$ cat src/rtl/fir_ctrl_pkg.sv
// ============================================================================
// fir_ctrl_pkg : shared types and ring-pointer helpers for the FIR MAC sequencer
// Rev 1.0
// ============================================================================
`default_nettype none

package fir_ctrl_pkg;

    typedef enum logic [2:0] {
        CLEAR  = 3'd0,
        IDLE   = 3'd1,
        RUN    = 3'd2,
        DRAIN  = 3'd3,
        RESULT = 3'd4
    } fir_seq_state_t;

    // Explicit compares keep the ring correct for non-power-of-two lengths.
    function automatic int ring_dec(input int v, input int n);
        return (v == 0) ? n - 1 : v - 1;
    endfunction

    function automatic int ring_inc(input int v, input int n);
        return (v == n - 1) ? 0 : v + 1;
    endfunction

endpackage

`default_nettype wire

$ cat src/rtl/fir_mac_sequencer.sv
// ============================================================================
// fir_mac_sequencer : time-multiplexes one MAC over all taps of a decimating FIR
// Rev 1.0
// ============================================================================
`default_nettype none

module fir_mac_sequencer
    import fir_ctrl_pkg::*;
#(
    parameter int NUM_TAPS   = 64,
    parameter int DATA_WIDTH = 16,
    parameter int DECIM      = 4,
    parameter int ADDR_W     = $clog2(NUM_TAPS)
) (
    input  logic                  clk,
    input  logic                  rst_n,
    input  logic                  in_valid,
    output logic                  in_ready,
    input  logic [DATA_WIDTH-1:0] in_data,
    output logic                  buf_we,
    output logic [ADDR_W-1:0]     buf_waddr,
    output logic [DATA_WIDTH-1:0] buf_wdata,
    output logic [ADDR_W-1:0]     buf_raddr,
    output logic [ADDR_W-1:0]     coef_addr,
    output logic                  mac_en,
    output logic                  mac_clr,
    output logic                  res_valid,
    input  logic                  res_ready,
    output logic                  busy
);

    localparam int                DEC_W    = (DECIM > 1) ? $clog2(DECIM) : 1;
    localparam logic [ADDR_W-1:0] LAST_TAP = ADDR_W'(NUM_TAPS - 1);
    localparam logic [DEC_W-1:0]  LAST_DEC = DEC_W'(DECIM - 1);

    fir_seq_state_t    state;
    fir_seq_state_t    state_next;
    logic              live;      // low until the first clock after reset release
    logic [ADDR_W-1:0] k;         // tap index in RUN, clear address in CLEAR
    logic [ADDR_W-1:0] wr_ptr;
    logic [ADDR_W-1:0] rd_ptr;    // newest - k, walked backward around the ring
    logic [DEC_W-1:0]  dec_cnt;
    logic              accept;

    assign accept = (state == IDLE) && in_valid;

    always_ff @(posedge clk or negedge rst_n) begin
        if (!rst_n) begin
            state <= CLEAR;
        end else begin
            state <= state_next;
        end
    end

    always_comb begin
        state_next = state;
        case (state)
            CLEAR:   if (live && (k == LAST_TAP)) state_next = IDLE;
            IDLE:    if (accept && (dec_cnt == LAST_DEC)) state_next = RUN;
            RUN:     if (k == LAST_TAP) state_next = DRAIN;
            DRAIN:   state_next = RESULT;
            RESULT:  if (res_ready) state_next = IDLE;
            default: state_next = CLEAR;
        endcase
    end

    always_comb begin
        in_ready  = (state == IDLE);
        busy      = live && (state != IDLE);
        buf_we    = 1'b0;
        buf_waddr = '0;
        buf_wdata = '0;
        buf_raddr = '0;
        coef_addr = '0;
        res_valid = 1'b0;
        case (state)
            CLEAR: begin
                buf_we    = live;
                buf_waddr = k;
            end
            IDLE: begin
                if (accept) begin
                    buf_we    = 1'b1;
                    buf_waddr = wr_ptr;
                    buf_wdata = in_data;
                end
            end
            RUN: begin
                buf_raddr = rd_ptr;
                coef_addr = k;
            end
            RESULT:  res_valid = 1'b1;
            default: ;
        endcase
    end

    // Pointers, counters and the one-cycle strobe delay that matches memory latency.
    always_ff @(posedge clk or negedge rst_n) begin
        if (!rst_n) begin
            live    <= 1'b0;
            k       <= '0;
            wr_ptr  <= '0;
            rd_ptr  <= '0;
            dec_cnt <= '0;
            mac_en  <= 1'b0;
            mac_clr <= 1'b0;
        end else begin
            live    <= 1'b1;
            mac_en  <= (state == RUN);
            mac_clr <= (state == RUN) && (k == '0);
            case (state)
                CLEAR: begin
                    if (live) k <= (k == LAST_TAP) ? '0 : k + 1'b1;
                end
                IDLE: begin
                    if (accept) begin
                        wr_ptr  <= ADDR_W'(ring_inc(32'(wr_ptr), NUM_TAPS));
                        rd_ptr  <= wr_ptr;
                        k       <= '0;
                        dec_cnt <= (dec_cnt == LAST_DEC) ? '0 : dec_cnt + 1'b1;
                    end
                end
                RUN: begin
                    rd_ptr <= ADDR_W'(ring_dec(32'(rd_ptr), NUM_TAPS));
                    k      <= (k == LAST_TAP) ? '0 : k + 1'b1;
                end
                default: ;
            endcase
        end
    end

endmodule

`default_nettype wire

$ cat config.mk
export PLATFORM = sky130hd
export DESIGN_NAME = fir_mac_sequencer
export DESIGN_NICKNAME = d
export VERILOG_FILES = /design/src/rtl/fir_ctrl_pkg.sv /design/src/rtl/fir_mac_sequencer.sv
export SDC_FILE = /design/constraint.sdc
export NUM_CORES = 1
export LEC_CHECK = 0
export CORE_AREA = 3 3 66 68
export DETAILED_ROUTE_END_ITERATION = 8
export DIE_AREA = 0 0 69 71
export PLACE_DENSITY_LB_ADDON = 0.25
export SYNTH_ARGS = -nofsm -noshare
export SYNTH_HDL_FRONTEND = slang
export SYNTH_SLANG_ARGS = --single-unit
$ cat constraint.sdc
create_clock -name clk -period 1.81 [get_ports clk]
set_input_delay 0.2715 -clock clk [delete_from_list [all_inputs] [get_ports clk]]
set_output_delay 0.2715 -clock clk [all_outputs]
set_load 0.005 [all_outputs]
==> impl_metrics.tcl, run 1 <==
set metrics [dict create \
    status "finished, violations left" \
    violations "setup timing" \
    synth_largest_area_cell "dfrtp_1" \
    multi_input_area_sq_mm 0.00111 \
    synth-edff-count 0 \
    r2r-start "state[0]" \
    startpoint_type "register" \
    overflow 0 \
    avgSynthCellArea_sq_um 8.44 \
    fill_cells 287 \
    startpoint "state[0]" \
    cp_data_required_time_ps 1540 \
    track_usage 0.227 \
    ys_ff_latch 26 \
    htree_levels 1 \
    synthCells 199 \
    max-vdd-ir-drop_v 0.000656 \
    path_max_fanout 3 \
    num_vias 1941 \
    netlist_area_sq_mm 0.00168 \
    synth_nets 225 \
    start_util 0.429 \
    cap_violations 0 \
    use_met1 0.284 \
    async_flop_share 1.00 \
    num_io_pins 60 \
    setup_viol 30 \
    place.gp.congestion 0.899 \
    fp.dieW_microns 69 \
    core_area_sq_mm 0.00391 \
    synth_cell_types 47 \
    drive_gt1_frac 0.447 \
    via_per_inst 5.48 \
    grt_pass1_vias 1888 \
    synth.top_cell.area_share 0.387 \
    cts_buffer_depth 2 \
    dr.first_iter.drc_count 111 \
    leakage_nw 1.44 \
    synth_common_cells "nand2_1 (27), dfrtp_1 (26), and2_1 (24)" \
    synth.area.top_cells "dfrtp_1 (39%), and2_1 (8.9%), nand2_1 (6.0%)" \
    max_freq_ghz 0.502 \
    grt_start_max_net_pins 27 \
    hpwl_mm 3.35 \
    cts.clk_slew.worst_paths_ps 100 \
    finalCritPeriodShare 1.10 \
    dieArea_sq_mm 0.00490 \
    cts_sinks 26 \
    fp.dieH_microns 71 \
    cts_tree "done" \
    yosysMostFrequentCell "nand2_1" \
    syn_to_final_growth_pct 76.5 \
    cp-end-kind "output port" \
    worstSetupPathType "reg -> out" \
    setup_ws_ps -183 \
    io_buffers 59 \
    antenna-diode-count 0 \
    met3_usage 0.0398 \
    design_area_sq_mm 0.00297 \
    numCtsBuffers 3 \
    powerDensity_mw_per_mm2 1320 \
    drc_errors 0 \
    met2_usage 0.410 \
    yosys_warnings 0 \
    slew_violations 0 \
    cp_data_arrival_time_ps 1720 \
    min_period_ps 1990 \
    yosysSeqAreaShare 0.387 \
    holdWs_ps 359 \
    grt_pass1_wl_mm 9.11 \
    wl_per_cell_microns 16.4 \
    hold_path_class "in -> async" \
    final-hold-violation-count 0 \
    placed_cell_area_sq_mm 0.00244 \
    clock-root-buffer "clkbuf_8" \
    top_usage_layer "met2" \
    ant_nets 0 \
    antenna_found_initial 0 \
    nNetsFinal 331 \
    rows 23 \
    finalWirelength_mm 5.82 \
    seq_area_sq_um 651 \
    rsz0062_at_grt "true" \
    fin_skew_ps 6.37 \
    clock_latency_ps 270 \
    first_pass_iters 4 \
    ys.flop_type "dfrtp_1" \
    dpl_worst_slack_ps -326 \
]
layer usage:
| layer | up-vias | wire length (microns) |
|---|---|---|
| met4 | 0 | 109 |
| met2 | 111 | 2980 |
| met1 | 907 | 2270 |
| met3 | 13 | 458 |
| li1 | 910 | - |
| met5 | - | 0 |
worst max-delay path: stages, from the launching register on:
cell and delay [ps]:
dfrtp_1 410, buf_6 120, or3b_4 430, buf_12 150, clkinv_8 30, buf_6 80
and2_1 110, buf_2 110
layout by cell type (no fill, tap or decap), types with 3 or more instances in the layout:
cell             instances
nand2b_1                 4
ha_1                     6
and2_4                  18
nor2_1                  12
buf_4                   29
nor2_4                   3
nand2_2                  5
clkbuf_8                 4
a311oi_1                 3
a21oi_1                  9
and2_1                   7
and3_1                   4
buf_2                   17
nor2_2                   3
a22o_1                   3
clkdlybuf4s50_1         21
inv_1                    5
nand2_1                 20
dfrtp_1                 26
a31oi_1                  4
a211oi_1                 3
buf_6                   36
nand4_1                  3
o21ai_0                  9
repair_timing:
item	in CTS	in global routing
hold buffers	0	0
endpoints found under the hold margin	0	0
gates cloned	3	0
endpoints found under the setup margin	38	44
gates resized for setup	179	62
buffers inserted	29	6
pin swaps	17	21
metrics by stage:
stage               TNS [ps]  power (W)  utilization  instances
finish                 -2380    0.00392        0.758        354
global route           -4240    0.00420        0.758        354
CTS                    -2750    0.00359        0.700        351
detailed placement     -7460    0.00277        0.625        317
global placement       -6840    0.00273        0.625        317
floorplan                  0    0.00194            -        199
registers in the layout, summed over array words and instances, names as in the netlist:
signal / flops
k: 6
rd_ptr: 6
dec_cnt: 2
mac_clr: 1
live: 1
wr_ptr: 6
mac_en: 1
state: 3
logic make-up after synthesis:
family          synth area share
compound gates             0.175
xor+xnor                  0.0104
fa+ha+maj                 0.0447
buf+inv                   0.0439
flops                      0.387
mux                       0.0119
other cells              0.00223
simple gates               0.325
worst paths after layout:
kind	cells past startpoint	slack, ps	to
max	7	-180	buf_raddr[3]
min	2	360	k[1]
max reg2reg	8	-40	rd_ptr[5]
min reg2reg	2	510	dec_cnt[1]
max in group asynchronous	2	1180	wr_ptr[2]
min in group clk	2	510	dec_cnt[1]
cell type report:
type / count / share of cell area
tap: 50 / 0.0211
sequential: 26 / 0.219
timing repair buffer: 111 / 0.352
multi-input combinational: 156 / 0.374
timing repair inverter: 1 / 0.00549
clock buffer: 4 / 0.0186
inverter: 6 / 0.00928
report_power, final:
group          leakage (nW)  internal [W]  switching (W)
Combinational          1.08       0.00135        0.00109
Sequential            0.335      0.000780       0.000311
Clock                0.0288      0.000195       0.000192
Total                  1.44       0.00233        0.00159
(Power assumes the default switching activity.)
==> run 2: changes to the inputs <==
--- a/config.mk
+++ b/config.mk
@@ -9,6 +9,7 @@
 export DETAILED_ROUTE_END_ITERATION = 8
 export DIE_AREA = 0 0 69 71
 export PLACE_DENSITY_LB_ADDON = 0.25
+export SLEW_MARGIN = 20
 export SYNTH_ARGS = -nofsm -noshare
 export SYNTH_HDL_FRONTEND = slang
 export SYNTH_SLANG_ARGS = --single-unit
==> results of run 2 <==
The final DEF is identical to that of run 1; final timing and power are the same.
==> RTL change 1 (config.mk and constraints of run 2) <==
Change the parameter `DECIM` from 4 to 8.
--- a/src/rtl/fir_mac_sequencer.sv
+++ b/src/rtl/fir_mac_sequencer.sv
@@ -9,7 +9,7 @@
 #(
     parameter int NUM_TAPS   = 64,
     parameter int DATA_WIDTH = 16,
-    parameter int DECIM      = 4,
+    parameter int DECIM      = 8,
     parameter int ADDR_W     = $clog2(NUM_TAPS)
 ) (
     input  logic                  clk,
Check against the original RTL: no difference found for any inputs over 10 cycles, from zero or initial values and one cycle with rst_n low; that may be too few to reach the edited logic, so the function may still have changed.
==> RTL change 1 against run 2 <==
  * The flow still finishes with violations (negative setup slack)
  * Worst hold slack got worse by 0.0063 ns
  * Area after synthesis increased by 3.1%
  * Critical endpoint is now buf_raddr[4]
  * Sequential cell count increased by 1
  * Design area increased by 5.0%
  * Combinational power decreased by 2%
  * Setup slack improved by 0.0035 ns
  * Total power decreased by 0.23%
  * First-iteration DRC count increased by 120%
  * Die area unchanged
  * Routed wire length increased by 31%
==> RTL change 1: results (changes against run 2) <==
stage,metric,value,unit,change
logic_synthesis,share of the synthesized area in the top cell type,39.0,%,+0.27 points
routing,1st-pass router iterations,5,,+1
pwr,leakage power,1.53,nW,+6.3%
routing,Routed WL per cell,21.2,µm,+29%
cells_and_area,fraction of layout cells with a size suffix above 1,51.1,%,+6.4 points
logic_synthesis,post-synthesis sequential area ratio,39.0,%,+0.27 points
critical_path,R2R cell count,6,,-2
outcome,failing checks,negative setup slack,,
logic_synthesis,ranking of synthesized cells by area,"dfrtp_1 39%, and2_1 9.0%, ha_1 5.1%",,
critical_path,Critical Path AT,1.72,ns,about the same
clock_tree,Root Buffer,clkbuf_8,,
global_route,largest net degree at the start of global routing,28,,+3.7%
place,dpl cells,314,,-0.95%
critical_path,worst stage delay on the critical path,0.47,ns,+0.04 ns
timing,Final Skew,0.00620,ns,-0.000174 ns
clock_tree,CTS H-tree depth,1,,unchanged
routing,vias per cell,5.99,,+9.2%
cells_and_area,biggest regs,"k (6), rd_ptr (6), wr_ptr (6)",,
critical_path,worst-path maximum fanout,5,,+2
clock_tree,Clock Tree Buf Depth,2,,unchanged
timing,setup_tns,-2.48,ns,-0.105 ns
logic_synthesis,async set-reset flop share out of synthesis,100,%,unchanged
timing,final worst setup slack,-0.179,ns,+0.00352 ns
timing,# setup viols final,30,,unchanged
clock_tree,latest clock arrival within the worst-skew pair,0.28,ns,
critical_path,Worst Setup SP,state[2]$_DFFE_PN0P_,,
routing,First DRT Iteration DRCs,242,,+120%
logic_synthesis,Synth cell types,46,,-2.1%
cells_and_area,Filler cells,247,,-14%
logic_synthesis,Post-Syn Nets,220,,-2.2%
critical_path,Critical Path Sink,buf_raddr[4],,
place,placer congestion estimate,0.913,,+1.6%
cells_and_area,n_diodes,0,,unchanged
critical_path,RR Endpoint,k[2]$_DFFE_PN0P_,,
worst_hold_path,worst min-delay path category,input port to async pin,,
place,HPWL after DPL,3460,µm,+3.4%
logic_synthesis,Mapped Cells,193,,-3.0%
clock_tree,CTS Buf Count,3,,unchanged
logic_synthesis,synth cell count leaders,"27 x dfrtp_1, 25 x and2_1, 16 x nand2_1",,
logic_synthesis,top_reg_cell synth,dfrtp_1,,
critical_path,reg2reg setup slack,-0.04,ns,about the same
clock_tree,"Reg clk slew, reported paths",0.11,ns,
global_route,Total GRT Usage,27.3,%,+4.6 points
outcome,status,finished with violations,,
cells_and_area,Final Non-Filler Cells,361,,+2.0%
critical_path,Worst path slowest cell,dfrtp_2,,
global_route,GRT overflow,0,,unchanged
global_route,first-pass GRT wire length,10600,µm,+17%
global_route,vias in the first global route,2007,,+6.3%
cells_and_area,NumNets Final,339,,+2.4%
pwr,VDD IR max,0.000857,V,+31%
[RTL change 1: changes by cell type in the layout (fill, tap and decap cells not counted), sizes merged, moves of 4 or more]
cell	before	now
nand3	2	11
buf	87	97
o21ai	11	7
nor3	4	10
nand2	27	16
nor2	18	14
[RTL change 1: kinds of logic after synthesis]
logic type / share of synthesized area (%)
and+or+nand+nor: 30.5
adders and majority gates: 5.05
muxes: 1.73
buffers and inverters: 6.14
other: 0.216
AOI/OAI and AO/OA: 16.4
DFF: 39.0
xor gates and xnor gates: 1.01
[RTL change 1: per-stage QoR]
stage | instance area (µm²) | hold WS, ns | worst slack, ns | util [%] | power, mW
final | 3110 | 0.353 | -0.179 | 79.5 | 3.91
after global routing | 3110 | 0.394 | -0.194 | 79.5 | 4.09
after CTS | 2890 | 0.378 | -0.165 | 73.9 | 3.40
after detailed placement | 2490 | 0.472 | -0.355 | 63.7 | 2.72
after global placement | 2490 | 0.463 | -0.332 | 63.7 | 2.68
after floorplan | 1730 | -0.0241 | 0.336 | - | 1.95
[RTL change 1: power breakdown]
part	total (mW)	leakage (nW)	switching [mW]	internal, mW
combinational	2.40	1.17	1.13	1.27
clock	0.374	0.0217	0.217	0.157
sequential	1.14	0.342	0.318	0.818
[RTL change 1: routing by layer]
layer / vias up / global-route usage (%) / wire length, µm / share of wire, %
met5: - / 0 / 0 / 0
met4: 0 / 14.8 / 553 / 7.2
met3: 62 / 4.97 / 510 / 6.7
met2: 168 / 47.5 / 3850 / 50
met1: 1000 / 32.0 / 2730 / 36
li1: 932 / - / - / -
[RTL change 1: worst max-delay path: cells and delay by family (launching register included)]
| kind | cells | cell delay [ns] |
|---|---|---|
| buffers and inverters | 4 | 0.37 |
| and+or+nand+nor | 2 | 0.60 |
| DFF | 1 | 0.47 |
[RTL change 1: cell type report]
type	instances	area, µm²	area share [%]
Multi-Input combinational cell	151	1180	37.9
Timing Repair inverter	1	16.3	0.523
Sequential cell	27	678	21.8
Clock buffer	3	41.3	1.33
Inverter	7	31.3	1.00
Timing Repair Buffer	121	1090	35.2
Tap cell	50	62.6	2.01
Clock inverter	1	7.51	0.241
[RTL change 1: what timing repair did]
action                                 CTS  global route
pin swaps                               17            22
gates cloned                             4             1
setup endpoints to repair               38            48
buffers inserted                        32            10
gates resized for setup                188            66
endpoints found under the hold margin    0             0
==> RTL change 2 (config.mk and constraints of run 2) <==
Without the edit above. Re-encode `fir_seq_state_t` (5 states) as one-hot, 5 bits wide.
--- a/src/rtl/fir_ctrl_pkg.sv
+++ b/src/rtl/fir_ctrl_pkg.sv
@@ -6,12 +6,12 @@
 
 package fir_ctrl_pkg;
 
-    typedef enum logic [2:0] {
-        CLEAR  = 3'd0,
-        IDLE   = 3'd1,
-        RUN    = 3'd2,
-        DRAIN  = 3'd3,
-        RESULT = 3'd4
+    typedef enum logic [4:0] {
+        CLEAR  = 5'b00001,
+        IDLE   = 5'b00010,
+        RUN    = 5'b00100,
+        DRAIN  = 5'b01000,
+        RESULT = 5'b10000
     } fir_seq_state_t;
 
     // Explicit compares keep the ring correct for non-power-of-two lengths.
Check against the original RTL: no difference found for any inputs over 10 cycles, from zero or initial values and one cycle with rst_n low; not proved beyond that.
==> RTL change 2 against run 2 <==
  * The run still ends with negative setup slack left
  * Setup slack worse by 0.18 ns
  * Final cell count grew 3.4%
  * Area after synthesis increased by 4.1%
  * Design area increased by 7.0%
  * Routed wire length rose by 19%
  * Sequential cell count up 2
  * Largest cell class unchanged
  * Highest routed layer unchanged
Power is not compared: it rests on default switching activity, and its combinational part moved more than twofold at a synthesized area within 25%.
==> RTL change 2: results (changes against run 2) <==
stage,metric,value,unit,change
routing,via count,2095,,+7.9%
cells_and_area,fraction of layout cells with a size suffix above 1,51.9,%,+7.2 points
logic_synthesis,Post-Syn Nets,227,,+0.89%
place,HPWL after DPL,3740,µm,+12%
logic_synthesis,Synth cell types,43,,-8.5%
timing,setup_tns,-13.36,ns,-10.99 ns
critical_path,Critical Path Sink,buf_waddr[5],,
logic_synthesis,YS warnings,0,,unchanged
global_route,largest net degree at the start of global routing,29,,+7.4%
routing,First DRT Iteration DRCs,123,,+11%
critical_path,worst stage delay on the critical path,0.41,ns,-0.02 ns
global_route,first-pass GRT wire length,10200,µm,+12%
place,Placed Area,0.00265,mm²,+8.5%
cells_and_area,Filler cells,223,,-22%
logic_synthesis,Post-Synth Adder-Cell Area,4.29,%,-0.18 points
timing,Final Skew,0.00430,ns,-0.00207 ns
logic_synthesis,syn_area_per_cell,8.70,µm²,+3.1%
logic_synthesis,compound-gate portion of the synthesized area,16.6,%,-0.90 points
logic_synthesis,synth cell count leaders,"27 x dfrtp_1, 24 x nand2_1, 23 x and2_1",,
critical_path,R2R cell count,10,,+2
logic_synthesis,mux cell area share after synthesis,2.93,%,+1.7 points
logic_synthesis,ranking of synthesized cells by area,"dfrtp_1 39%, and2_1 8.2%, nand2_1 5.2%",,
logic_synthesis,post-synthesis sequential area ratio,40.1,%,+1.4 points
outcome,failing checks,negative setup slack,,
logic_synthesis,xor/xnor share of the synthesized area,2.00,%,+0.96 points
timing,# setup viols final,57,,+90%
global_route,Total GRT Usage,25.7,%,+2.9 points
place,placer congestion estimate,0.921,,+2.5%
cells_and_area,NumNets Final,343,,+3.6%
place,dpl cells,335,,+5.7%
routing,Routed WL per cell,19.0,µm,+15%
place,pre-CTS setup slack,-0.401,ns,-0.0748 ns
critical_path,Worst path slowest cell,or3_4,,
critical_path,worst-path maximum fanout,7,,+4
critical_path,Critical Path AT,1.90,ns,+0.18 ns
critical_path,Worst Setup SP,state[0]$_DFFE_PN1P_,,
outcome,status,finished with violations,,
routing,vias per cell,5.72,,+4.4%
timing,final worst setup slack,-0.361,ns,-0.178 ns
worst_hold_path,worst min-delay path category,input port to async pin,,
==> RTL change 2: layer usage <==
metal  global-route usage [%]  part of all wire (%)  vias to the layer above
met5                        0                     0                        -
met4                     11.7                   2.3                        0
met3                     3.69                   7.1                       15
met2                     43.0                    51                      115
met1                     32.9                    39                     1031
li1                         -                     -                      934
==> RTL change 2: power by group <==
group	internal (mW)	total [mW]	switching (mW)
combinational	0.228	0.452	0.224
sequential	0.677	0.730	0.0529
clock	0.297	0.508	0.211
total	1.20	1.69	0.488
==> RTL change 2: how the worst min path moves through the flow <==
| stage | from | cells past startpoint | slack [ns] | endpoint |
|---|---|---|---|---|
| finish | rst_n | 2 | 0.39 | rd_ptr[5]$_DFFE_PN0P_ |
| CTS | rst_n | 2 | 0.39 | k[4]$_DFFE_PN0P_ |
| global placement | dec_cnt[1]$_DFFE_PN0P_ | 2 | 0.46 | dec_cnt[1]$_DFFE_PN0P_ |
| global route | rst_n | 2 | 0.42 | rd_ptr[3]$_DFFE_PN0P_ |
| floorplan | rst_n | 0 | -0.02 | dec_cnt[0]$_DFFE_PN0P_ |
| detailed placement | dec_cnt[1]$_DFFE_PN0P_ | 2 | 0.47 | dec_cnt[1]$_DFFE_PN0P_ |
==> RTL change 2: what timing repair did <==
action / in CTS / in global routing
gates cloned: 2 / 1
endpoints found under the setup margin: 53 / 61
setup buffers: 19 / 10
pin swaps: 21 / 22
resized for setup: 171 / 92
==> RTL change 2: final cells by class <==
class | count | area (µm²) | share of cell area, %
timing repair buffer | 122 | 1060 | 33.5
clock inverter | 1 | 30.0 | 0.947
sequential | 28 | 702 | 22.1
multi-input combinational | 151 | 1230 | 38.7
inverter | 11 | 43.8 | 1.38
clock buffer | 3 | 41.3 | 1.30
tap | 50 | 62.6 | 1.97
